`src/rtl/uart_tx_fifo.sv`:
```
// Transmit byte FIFO feeding the uart core's TX_DRDY/TX_DI/TX_BUSY/TX_DONE handshake.
// Define UART_TX_FIFO_IRQ_EN to enable the end-of-burst IRQ pulse; otherwise IRQ is tied low.
module uart_tx_fifo #(
  parameter int unsigned DATA_BITS   = 8,
  parameter int unsigned DEPTH_LOG2  = 4,
  parameter int unsigned ACK_TIMEOUT = 15
) (
  input  logic                  CLK,
  input  logic                  RST,
  input  logic                  WR_EN,
  input  logic [DATA_BITS-1:0]  WR_DATA,
  output logic                  FULL,
  output logic                  EMPTY,
  output logic [DEPTH_LOG2:0]   LEVEL,
  output logic                  OVERFLOW,
  input  logic                  CLR_OVF,
  output logic                  TX_DRDY,
  output logic [DATA_BITS-1:0]  TX_DI,
  input  logic                  TX_BUSY,
  input  logic                  TX_DONE,
  output logic                  IDLE,
  output logic                  IRQ
);

  localparam int unsigned DEPTH = 32'(1) << DEPTH_LOG2;
  localparam int unsigned LVL_W = DEPTH_LOG2 + 1;
  localparam int unsigned CNT_W = 8;

  typedef enum logic [1:0] {
    S_IDLE      = 2'd0,
    S_LAUNCH    = 2'd1,
    S_WAIT_ACK  = 2'd2,
    S_WAIT_DONE = 2'd3
  } state_t;

  state_t                 state;
  state_t                 state_nxt;
  logic [DATA_BITS-1:0]   mem [DEPTH];
  logic [DEPTH_LOG2-1:0]  wr_ptr;
  logic [DEPTH_LOG2-1:0]  rd_ptr;
  logic [CNT_W-1:0]       ack_cnt;
  logic [CNT_W-1:0]       ack_cnt_nxt;
  logic                   tx_drdy_nxt;
  logic                   push_c;
  logic                   pop_c;
  logic [LVL_W-1:0]       level_nxt_c;

  // A push is judged against FULL as it stood before the edge, even if a pop happens too.
  assign push_c = WR_EN & ~FULL;

  assign IDLE = EMPTY & (state == S_IDLE) & ~TX_BUSY;

  // Launch sequencer: next state, launch strobe and ack-timeout counter.
  always_comb begin
    state_nxt   = state;
    tx_drdy_nxt = 1'b0;
    ack_cnt_nxt = ack_cnt;
    pop_c       = 1'b0;
    case (state)
      S_IDLE: begin
        if (!EMPTY && !TX_BUSY) begin
          pop_c       = 1'b1;
          tx_drdy_nxt = 1'b1;
          state_nxt   = S_LAUNCH;
        end
      end
      S_LAUNCH: begin
        ack_cnt_nxt = '0;
        state_nxt   = S_WAIT_ACK;
      end
      S_WAIT_ACK: begin
        if (TX_BUSY) begin
          state_nxt = S_WAIT_DONE;
        end else if (ack_cnt == CNT_W'(ACK_TIMEOUT)) begin
          // Unacknowledged byte is treated as sent; no retry.
          state_nxt = S_IDLE;
        end else begin
          ack_cnt_nxt = ack_cnt + CNT_W'(1);
        end
      end
      S_WAIT_DONE: begin
        if (TX_DONE || !TX_BUSY) begin
          state_nxt = S_IDLE;
        end
      end
      default: begin
        state_nxt = S_IDLE;
      end
    endcase
  end

  // Occupancy after this edge.
  always_comb begin
    level_nxt_c = LEVEL;
    if (push_c && !pop_c) begin
      level_nxt_c = LEVEL + LVL_W'(1);
    end else if (!push_c && pop_c) begin
      level_nxt_c = LEVEL - LVL_W'(1);
    end
  end

  // State register and launch outputs.
  always_ff @(posedge CLK) begin
    if (RST) begin
      state   <= S_IDLE;
      ack_cnt <= '0;
      TX_DRDY <= 1'b0;
      TX_DI   <= '0;
    end else begin
      state   <= state_nxt;
      ack_cnt <= ack_cnt_nxt;
      TX_DRDY <= tx_drdy_nxt;
      if (pop_c) begin
        TX_DI <= mem[rd_ptr];
      end
    end
  end

  // Storage is not reset; contents are only meaningful between the pointers.
  always_ff @(posedge CLK) begin
    if (push_c && !RST) begin
      mem[wr_ptr] <= WR_DATA;
    end
  end

  // Pointers and occupancy flags.
  always_ff @(posedge CLK) begin
    if (RST) begin
      wr_ptr <= '0;
      rd_ptr <= '0;
      LEVEL  <= '0;
      FULL   <= 1'b0;
      EMPTY  <= 1'b1;
    end else begin
      if (push_c) begin
        wr_ptr <= wr_ptr + DEPTH_LOG2'(1);
      end
      if (pop_c) begin
        rd_ptr <= rd_ptr + DEPTH_LOG2'(1);
      end
      LEVEL <= level_nxt_c;
      FULL  <= (level_nxt_c == LVL_W'(DEPTH));
      EMPTY <= (level_nxt_c == '0);
    end
  end

  // Sticky overflow; a new overflow wins over a simultaneous clear.
  always_ff @(posedge CLK) begin
    if (RST) begin
      OVERFLOW <= 1'b0;
    end else if (WR_EN && FULL) begin
      OVERFLOW <= 1'b1;
    end else if (CLR_OVF) begin
      OVERFLOW <= 1'b0;
    end
  end

`ifdef UART_TX_FIFO_IRQ_EN
  logic irq_nxt_c;

  // Last queued byte finished and nothing new arrived on the same edge.
  assign irq_nxt_c = (state == S_WAIT_DONE) & (TX_DONE | ~TX_BUSY) & EMPTY & ~push_c;

  always_ff @(posedge CLK) begin
    if (RST) begin
      IRQ <= 1'b0;
    end else begin
      IRQ <= irq_nxt_c;
    end
  end
`else
  assign IRQ = 1'b0;
`endif

endmodule
```
`config.mk`:
```
export PLATFORM = sky130hd
export DESIGN_NAME = uart_tx_fifo
export DESIGN_NICKNAME = d
export VERILOG_FILES = /design/src/rtl/uart_tx_fifo.sv
export SDC_FILE = /design/constraint.sdc
export NUM_CORES = 1
export LEC_CHECK = 0
export CAP_MARGIN = 40
export CORE_MARGIN = 2
export CORE_UTILIZATION = 25
export DETAILED_ROUTE_END_ITERATION = 10
export GPL_ROUTABILITY_DRIVEN = 0
export HOLD_SLACK_MARGIN = 0.06
export PLACE_DENSITY_LB_ADDON = 0.2
export SETUP_SLACK_MARGIN = 0.3
export SYNTH_ARGS = -nofsm -noshare
export SYNTH_HDL_FRONTEND = slang
export SYNTH_SLANG_ARGS = --single-unit
export TNS_END_PERCENT = 50
```
`constraint.sdc`:
```
create_clock -name CLK -period 3.2 [get_ports CLK]
set_input_delay 0.8 -clock CLK [delete_from_list [all_inputs] [get_ports CLK]]
set_output_delay 0.8 -clock CLK [all_outputs]
set_load 0.02 [all_outputs]
```
==> impl_metrics.toml, run 1 <==
[status]
status = "finished, final reports clean"

[global_routing]
track_usage_pct = 11.5
first_global_vias = 3688
met2_usage_pct = 17.6
grt_max_degree = 36
antenna_found_initial = 0
grt_pass1_wl_mm = 22.4
grtUsageMet3_pct = 3.40
overflow = 0
grt.busiest_layer = "met2"
use_met1_pct = 16.0

[layout]
finalInstanceArea_um2 = 7950
fin_util_pct = 31.4
syn2layout_area_growth_pct = 22.6
layout_commonest_cell = "edfxtp_1"
nets = 490
drive_gt1_share_pct = 20.8
final_cell_mix = "edfxtp_1, nor2_1, dfxtp_1"
nFillCells = 2448
antenna_cells = 0

[power_and_ir_drop]
p_per_area_nw_per_um2 = 650
leakage_nw = 2.58
vdd_drop_max_uv = 326
p_total_w = 0.00517

[sta]
fin_skew_ns = 0.0101
fin_setup_tns_ns = 0
fmax_mhz = 377
setup_ws_ns = 0.551
finalSetupViolCount = 0
slew_viol_final = 0
rsz0062_at_grt = "false"
hold_viol = 0
period_share_pct = 82.8
slew_headroom_pct = 41.7
period_minus_slack_ns = 2.65
worst_pin_slew_ns = 0.872

[yosys]
synth_area_um2 = 6480
synthTopCellsByArea = "edfxtp_1, mux4_2, dfxtp_1"
synth_largest_area_cell = "edfxtp_1"
synth_ff_type = "edfxtp_1"
synth_cell_types = 44
ys_ff_latch = 163
synth_edf_count = 128
ys_seq_area_share_pct = 70.1
avgSynthCellArea_um2 = 16.0
postSynth.asyncResetShare_pct = 0
syn_inst = 406
ys_warn_count = 0
synth_fp_nets = 428
yosys.area.top_type_share_pct = 59.3

[routing]
routed_wl_mm = 14.6
drt_iter0_markers = 216
antenna_left = 0
first_pass_iters = 4
route.vias.total = 3594
drc_errors = 0
avgViaCountPerCell = 4.43
wire_per_inst_um = 18.0

[worst_setup_path]
critPathArrivalTime_ns = 1.85
critical_path_class = "input pin to output port"
critical_path.top_delay_family = "buffers and inverters"
r2r-start = "rd_ptr[0]"
path_buf_inv = 2
reg2reg_to = "TX_DI[3]"
rrSetupSlack_ns = 1.11
max_stage_delay_ns = 0.43
critPathSlowestCell = "clkdlybuf4s50_1"
cp-end-kind = "output port"
required_ns = 2.40
rr_worst_depth = 6
start_kind = "input pin"
cp_cell_sequence = "clkdlybuf4s50_1 > nor4b_1 > dlygate4sd2_1"
crit_path_max_fanout = 2

[cts]
clkLatencyLatePin_ns = 0.42
cts_tree = "yes"
clkTransAtPathRegs_ns = 0.06
holdBufCountCts = 0
clock_tree.htree_level_count = 4
clock_sinks = 163
clock-root-buffer = "clkbuf_16"
numCtsBuffers = 17
cts_buffer_depth = 2

[worst_hold_path]
hold_class = "register to register"
hold_path_end = "OVERFLOW"
min_from = "OVERFLOW"
min_path_cells = 2

[placement]
numPortBuffers = 31
hpwl_mm = 9.47
place_area_um2 = 7370
pre_cts_ws_ns = 0.248

[die]
core_um2 = 25300
die_x_um = 165
die-area_um2 = 27200
ios = 33
dieHeight_um = 165
core.rowCount = 58
initial_core_util_pct = 25.6

[flow_run]
maxCapViolCount = 0
## Yosys cell counts, drive strengths merged, types with 2 or more instances
master    n
a22oi    17
o21ai     4
dfxtp    35
nand2    23
and3      2
a21oi    25
nand4     4
nor2b     4
clkbuf   11
nor4      3
xnor2     4
nor2     45
buf      11
mux4     32
and2      3
ha        8
xor2     10
nand3     7
edfxtp  128
inv       5
nor3      5
nand2b    5
## timing repair
| item | 4_1_cts | 5_1_grt |
|---|---|---|
| gates resized for setup | 1 | 0 |
| buffers inserted | 0 | 0 |
| setup endpoints to repair | 1 | 0 |
## area by class of cell
type	count	area [um2]	share of cell area, %
Timing Repair Buffer	65	577	7.25
Inverter	5	18.8	0.236
Tap cell	330	413	5.19
Sequential cell	163	4550	57.2
Clock inverter	13	150	1.89
Multi-Input combinational cell	216	1820	22.8
Clock buffer	19	433	5.44
## tightest hold or removal path, cell delays in order (launching register included)
cell and delay (ns):
dfxtp_1 0.32, nand2b_1 0.07, a21oi_1 0.06
## registers in the layout, summed over array words and instances, names as in the netlist
register  flops
EMPTY         1
FULL          1
LEVEL         5
OVERFLOW      1
TX_DI         8
TX_DRDY       1
ack_cnt       8
mem         128
rd_ptr        4
state         2
wr_ptr        4
## per-layer routing
metal / wire (um) / part of all wire, %
met1: 6910 / 47
met2: 6620 / 45
met3: 947 / 6.5
met4: 121 / 0.83
met5: 0 / 0
## metrics by stage
stage          cells  hold WS [ns]
2_1_floorplan    406         0.466
3_3_place_gp     779         0.461
3_5_place_dp     779         0.488
4_1_cts          811         0.504
5_1_grt          811         0.524
6_report         811         0.497
## report_power, final
part | internal (W) | leakage [nW] | switching [W]
Sequential | 0.00235 | 1.44 | 0.0000743
Clock | 0.00116 | 0.271 | 0.000851
Combinational | 0.000366 | 0.874 | 0.000368
Total | 0.00388 | 2.58 | 0.00129
## worst max path at each step
stage	endpoint	start	cells past startpoint	slack (ns)
floorplan	IDLE	TX_BUSY	1	0.86
global placement	IDLE	TX_BUSY	3	0.26
detailed placement	IDLE	TX_BUSY	3	0.25
CTS	IDLE	TX_BUSY	3	0.54
global route	IDLE	TX_BUSY	3	0.45
finish	IDLE	TX_BUSY	3	0.55
## logic make-up (layout without fill, tap and decap cells)
family,count (synthesis),after routing,synth area share [%]
DFF,163,163,70.1
and+or+nand+nor,107,107,8.05
AOI/OAI and AO/OA,53,53,5.17
muxes,33,33,11.3
buffers and inverters,27,102,1.93
xor gates and xnor gates,14,14,1.89
adders and majority gates,8,8,1.54
other,1,1,0.0578
Power figures use the tool's default switching activity.
==> run 2, diff against run 1 <==
- clock period: 3.2 -> 2.6 ns (I/O delays scaled with it)
==> impl_metrics.toml, run 2 (synthesized netlist as in run 1, its figures left out) <==
[layout]
multi_input_area_um2 = 1830
drive_gt1_share_pct = 22.9
syn2layout_area_growth_pct = 24.1
finalNonFillerCells = 820
nFillCells = 2466
largest_register = "mem"
antenna_cells = 0
largest_reg_flops = 128
layout_commonest_cell = "edfxtp_1"
top_regs = "mem (128), TX_DI (8), ack_cnt (8)"
nets = 500
fin_util_pct = 31.8
final_cell_mix = "edfxtp_1, nor2_1, buf_4"
seq_area_um2 = 4550

[power_and_ir_drop]
p_sw_w = 0.00159
p_clk_share_pct = 38.4
p_sw_share_pct = 24.9
leakage_nw = 2.66
p_comb_share_pct = 14.9
seqPwrFrac_pct = 46.7
p_int_w = 0.00479
p_per_area_nw_per_um2 = 793
vdd_drop_max_uv = 384

[die]
core_um2 = 25300
core.rowCount = 58
die-area_um2 = 27200
initial_core_util_pct = 25.6
die_x_um = 165
dieHeight_um = 165
ios = 33

[sta]
slew_headroom_pct = 60.2
period_minus_slack_ns = 2.15
rsz0062_at_grt = "false"
period_share_pct = 82.8
worst_pin_slew_ns = 0.595
hold_viol = 0
fmax_mhz = 464
fin_setup_tns_ns = 0
fin_skew_ns = 0.0121
finalSetupViolCount = 0
slew_viol_final = 0

[status]
status = "finished, final reports clean"

[worst_setup_path]
critPathArrivalTime_ns = 1.50
crit_path_max_fanout = 6
critPathSlowestCell = "clkdlybuf4s50_1"
cp-end-kind = "output port"
start_kind = "register"
cp_cell_sequence = "clkdlybuf4s50_1"
max_stage_delay_ns = 0.66
critical_path_class = "register to output port"
required_ns = 1.95
critical_path.top_delay_family = "buffers and inverters"
path_buf_inv = 1

[routing]
routed_wl_mm = 13.7
antenna_left = 0
drc_errors = 0
wire_per_inst_um = 16.7
avgViaCountPerCell = 4.38
drt_iter0_markers = 172
route.vias.total = 3589
first_pass_iters = 4

[cts]
clkLatencyLatePin_ns = 0.42
cts_buffer_depth = 2
numCtsBuffers = 17
clock-root-buffer = "clkbuf_16"
holdBufCountCts = 0
clkTransAtPathRegs_ns = 0.06
clock_tree.htree_level_count = 4
cts_tree = "yes"
clock_sinks = 163

[placement]
numPortBuffers = 31
hpwl_mm = 9.35
dp.cells = 788

[global_routing]
first_global_vias = 3706
track_usage_pct = 10.9
overflow = 0
grt_max_degree = 36
antenna_found_initial = 0
grt_pass1_wl_mm = 21.4

[worst_hold_path]
hold_class = "register to register"

[flow_run]
maxCapViolCount = 0
run 2: per-layer routing:
metal,wire length [um],track usage [%]
met5,0,0
met4,133,3.56
met3,673,2.72
met2,6450,17.1
met1,6450,14.7
run 2: what timing repair did:
item	CTS	global route
pin swaps	0	1
endpoints found under the setup margin	2	2
gates resized for setup	5	3
setup buffers	0	1
run 2: area by class of cell:
| class | instances | share of cell area (%) |
|---|---|---|
| inverter | 5 | 0.233 |
| timing repair buffer | 75 | 8.24 |
| clock inverter | 13 | 1.85 |
| tap | 330 | 5.13 |
| clock buffer | 18 | 5.33 |
| sequential | 163 | 56.5 |
| multi-input combinational | 216 | 22.7 |
run 2: path summary, 6_finish.rpt:
path	from	to	slack, ns	cells after the start
setup / recovery	LEVEL[1]	LEVEL[1]	0.45	1
hold / removal	OVERFLOW	OVERFLOW	0.48	2
setup reg to reg	rd_ptr[0]	TX_DI[3]	0.58	6
hold reg to reg	OVERFLOW	OVERFLOW	0.48	2
run 2: metrics by stage:
step / hold WS (ns) / cell area [um2] / total power (W) / worst slack (ns)
floorplan: 0.466 / 6480 / 0.00362 / 0.431
finish: 0.477 / 8050 / 0.00638 / 0.447
global route: 0.515 / 8050 / 0.00667 / 0.357
detailed placement: 0.467 / 7450 / 0.00399 / -0.152
CTS: 0.478 / 8020 / 0.00647 / 0.293
global placement: 0.459 / 7450 / 0.00399 / -0.136
run 2: power by group through the flow:
| stage | sequential (W) | combinational [W] | clock (W) |
|---|---|---|---|
| 6_report | 0.00298 | 0.000950 | 0.00245 |
| 5_1_grt | 0.00299 | 0.00104 | 0.00264 |
| 4_1_cts | 0.00298 | 0.000954 | 0.00253 |
| 3_5_place_dp | 0.00304 | 0.000953 | 0 |
| 3_3_place_gp | 0.00303 | 0.000952 | 0 |
| 2_1_floorplan | 0.00306 | 0.000568 | 0 |
==> run 3, diff against run 2 <==
- clock period: 2.6 -> 2.21 ns (I/O delays scaled with it)
==> impl_metrics.toml, run 3 (synthesized netlist as in run 1, its figures left out) <==
[layout]
top_regs = "mem (128), TX_DI (8), ack_cnt (8)"
largest_reg_flops = 128
syn2layout_area_growth_pct = 25.4
largest_register = "mem"
antenna_cells = 0
nFillCells = 2477
drive_gt1_share_pct = 26.1
final_cell_mix = "edfxtp_1, nor2_1, buf_4"
nets = 500
layout_commonest_cell = "edfxtp_1"

[worst_setup_path]
critical_path.top_delay_family = "buffers and inverters"
cp-end-kind = "output port"
max_stage_delay_ns = 0.59
crit_path_max_fanout = 1
cp_cell_sequence = "clkdlybuf4s50_1"
critPathArrivalTime_ns = 1.32
start_kind = "register"
required_ns = 1.66
critical_path_class = "register to output port"
path_buf_inv = 1
critPathSlowestCell = "clkdlybuf4s50_1"

[flow_run]
maxCapViolCount = 0

[placement]
hpwl_mm = 9.44
numPortBuffers = 31

[sta]
fmax_mhz = 535
hold_ws_ns = 0.471
period_share_pct = 84.6
period_minus_slack_ns = 1.87
worst_pin_slew_ns = 0.735
slew_viol_final = 0
finalSetupViolCount = 0
hold_viol = 0
fin_skew_ns = 0.00897
slew_headroom_pct = 50.9
rsz0062_at_grt = "true"

[die]
ios = 33
initial_core_util_pct = 25.6
die_x_um = 165
dieHeight_um = 165
die-area_um2 = 27200
core_um2 = 25300
core.rowCount = 58

[routing]
drc_errors = 0
avgViaCountPerCell = 4.45
route.vias.total = 3647
first_pass_iters = 4
drt_iter0_markers = 243
wire_per_inst_um = 17.9
antenna_left = 0
routed_wl_mm = 14.6

[cts]
cts_tree = "yes"
clkLatencyLatePin_ns = 0.43
cts_buffer_depth = 2
clock-root-buffer = "clkbuf_16"
numCtsBuffers = 17
clock_sinks = 163
clock_tree.htree_level_count = 4
clkTransAtPathRegs_ns = 0.07

[power_and_ir_drop]
leakage_nw = 2.83
p_per_area_nw_per_um2 = 929
p_total_w = 0.00755
vdd_drop_max_uv = 505

[global_routing]
first_global_vias = 3715
antenna_found_initial = 0
grt_pass1_wl_mm = 22.3
track_usage_pct = 11.5
overflow = 0
grt_max_degree = 36

[worst_hold_path]
hold_class = "register to register"

[status]
status = "finished, final reports clean"
[run 3: changes by cell type in the layout (fill, tap and decap cells not counted), sizes merged]
cell	change
bufinv	-2
inv	+2
dlygate4sd2	+9
clkdlybuf4s50	-16
dlymetal6s2s	+6
clkbuf	-1
clkdlybuf4s15	+1
clkinv	+2
clkinvlp	-1
[run 3: where the power goes]
| part | switching, W | internal (W) |
|---|---|---|
| clock | 0.00135 | 0.00151 |
| sequential | 0.0000903 | 0.00340 |
| combinational | 0.000635 | 0.000571 |
| total | 0.00208 | 0.00548 |
[run 3: timing repair]
| action | in CTS | in global routing |
|---|---|---|
| buffers inserted | 1 | 1 |
| pin swaps | 3 | 2 |
| hold buffers | 0 | 0 |
| resized for setup | 18 | 20 |
| setup endpoints to repair | 24 | 132 |
[run 3: final cells by class]
cell class	count	area (um2)	area share, %
clock buffer	17	425	5.23
sequential	163	4550	55.9
multi-input combinational	216	1880	23.2
timing repair buffer	75	683	8.40
tap	330	413	5.08
clock inverter	14	158	1.94
inverter	5	18.8	0.231
[run 3: layer usage]
metal,vias to the layer above,track usage [%],wire length (um)
met1,1859,15.2,6890
met4,0,3.95,252
met3,16,2.95,503
li1,1707,-,-
met5,-,0,0
met2,65,18.4,7000
[run 3: worst paths after layout]
path	startpoint	end	slack (ns)	depth (start not counted)
setup / recovery	TX_DRDY	TX_DRDY	0.34	1
hold / removal	OVERFLOW	OVERFLOW	0.47	2
setup reg to reg	rd_ptr[0]	TX_DI[7]	0.35	6
hold reg to reg	OVERFLOW	OVERFLOW	0.47	2
[run 3: through the flow]
stage	setup WS (ns)	instance area (um2)	instances	TNS [ns]	util (%)
global placement	-0.281	7470	787	-13.28	29.5
floorplan	0.165	6500	406	0	-
detailed placement	-0.300	7470	787	-11.17	29.5
global route	0.255	8130	820	0	32.1
finish	0.340	8130	820	0	32.1
CTS	0.240	8060	819	0	31.8
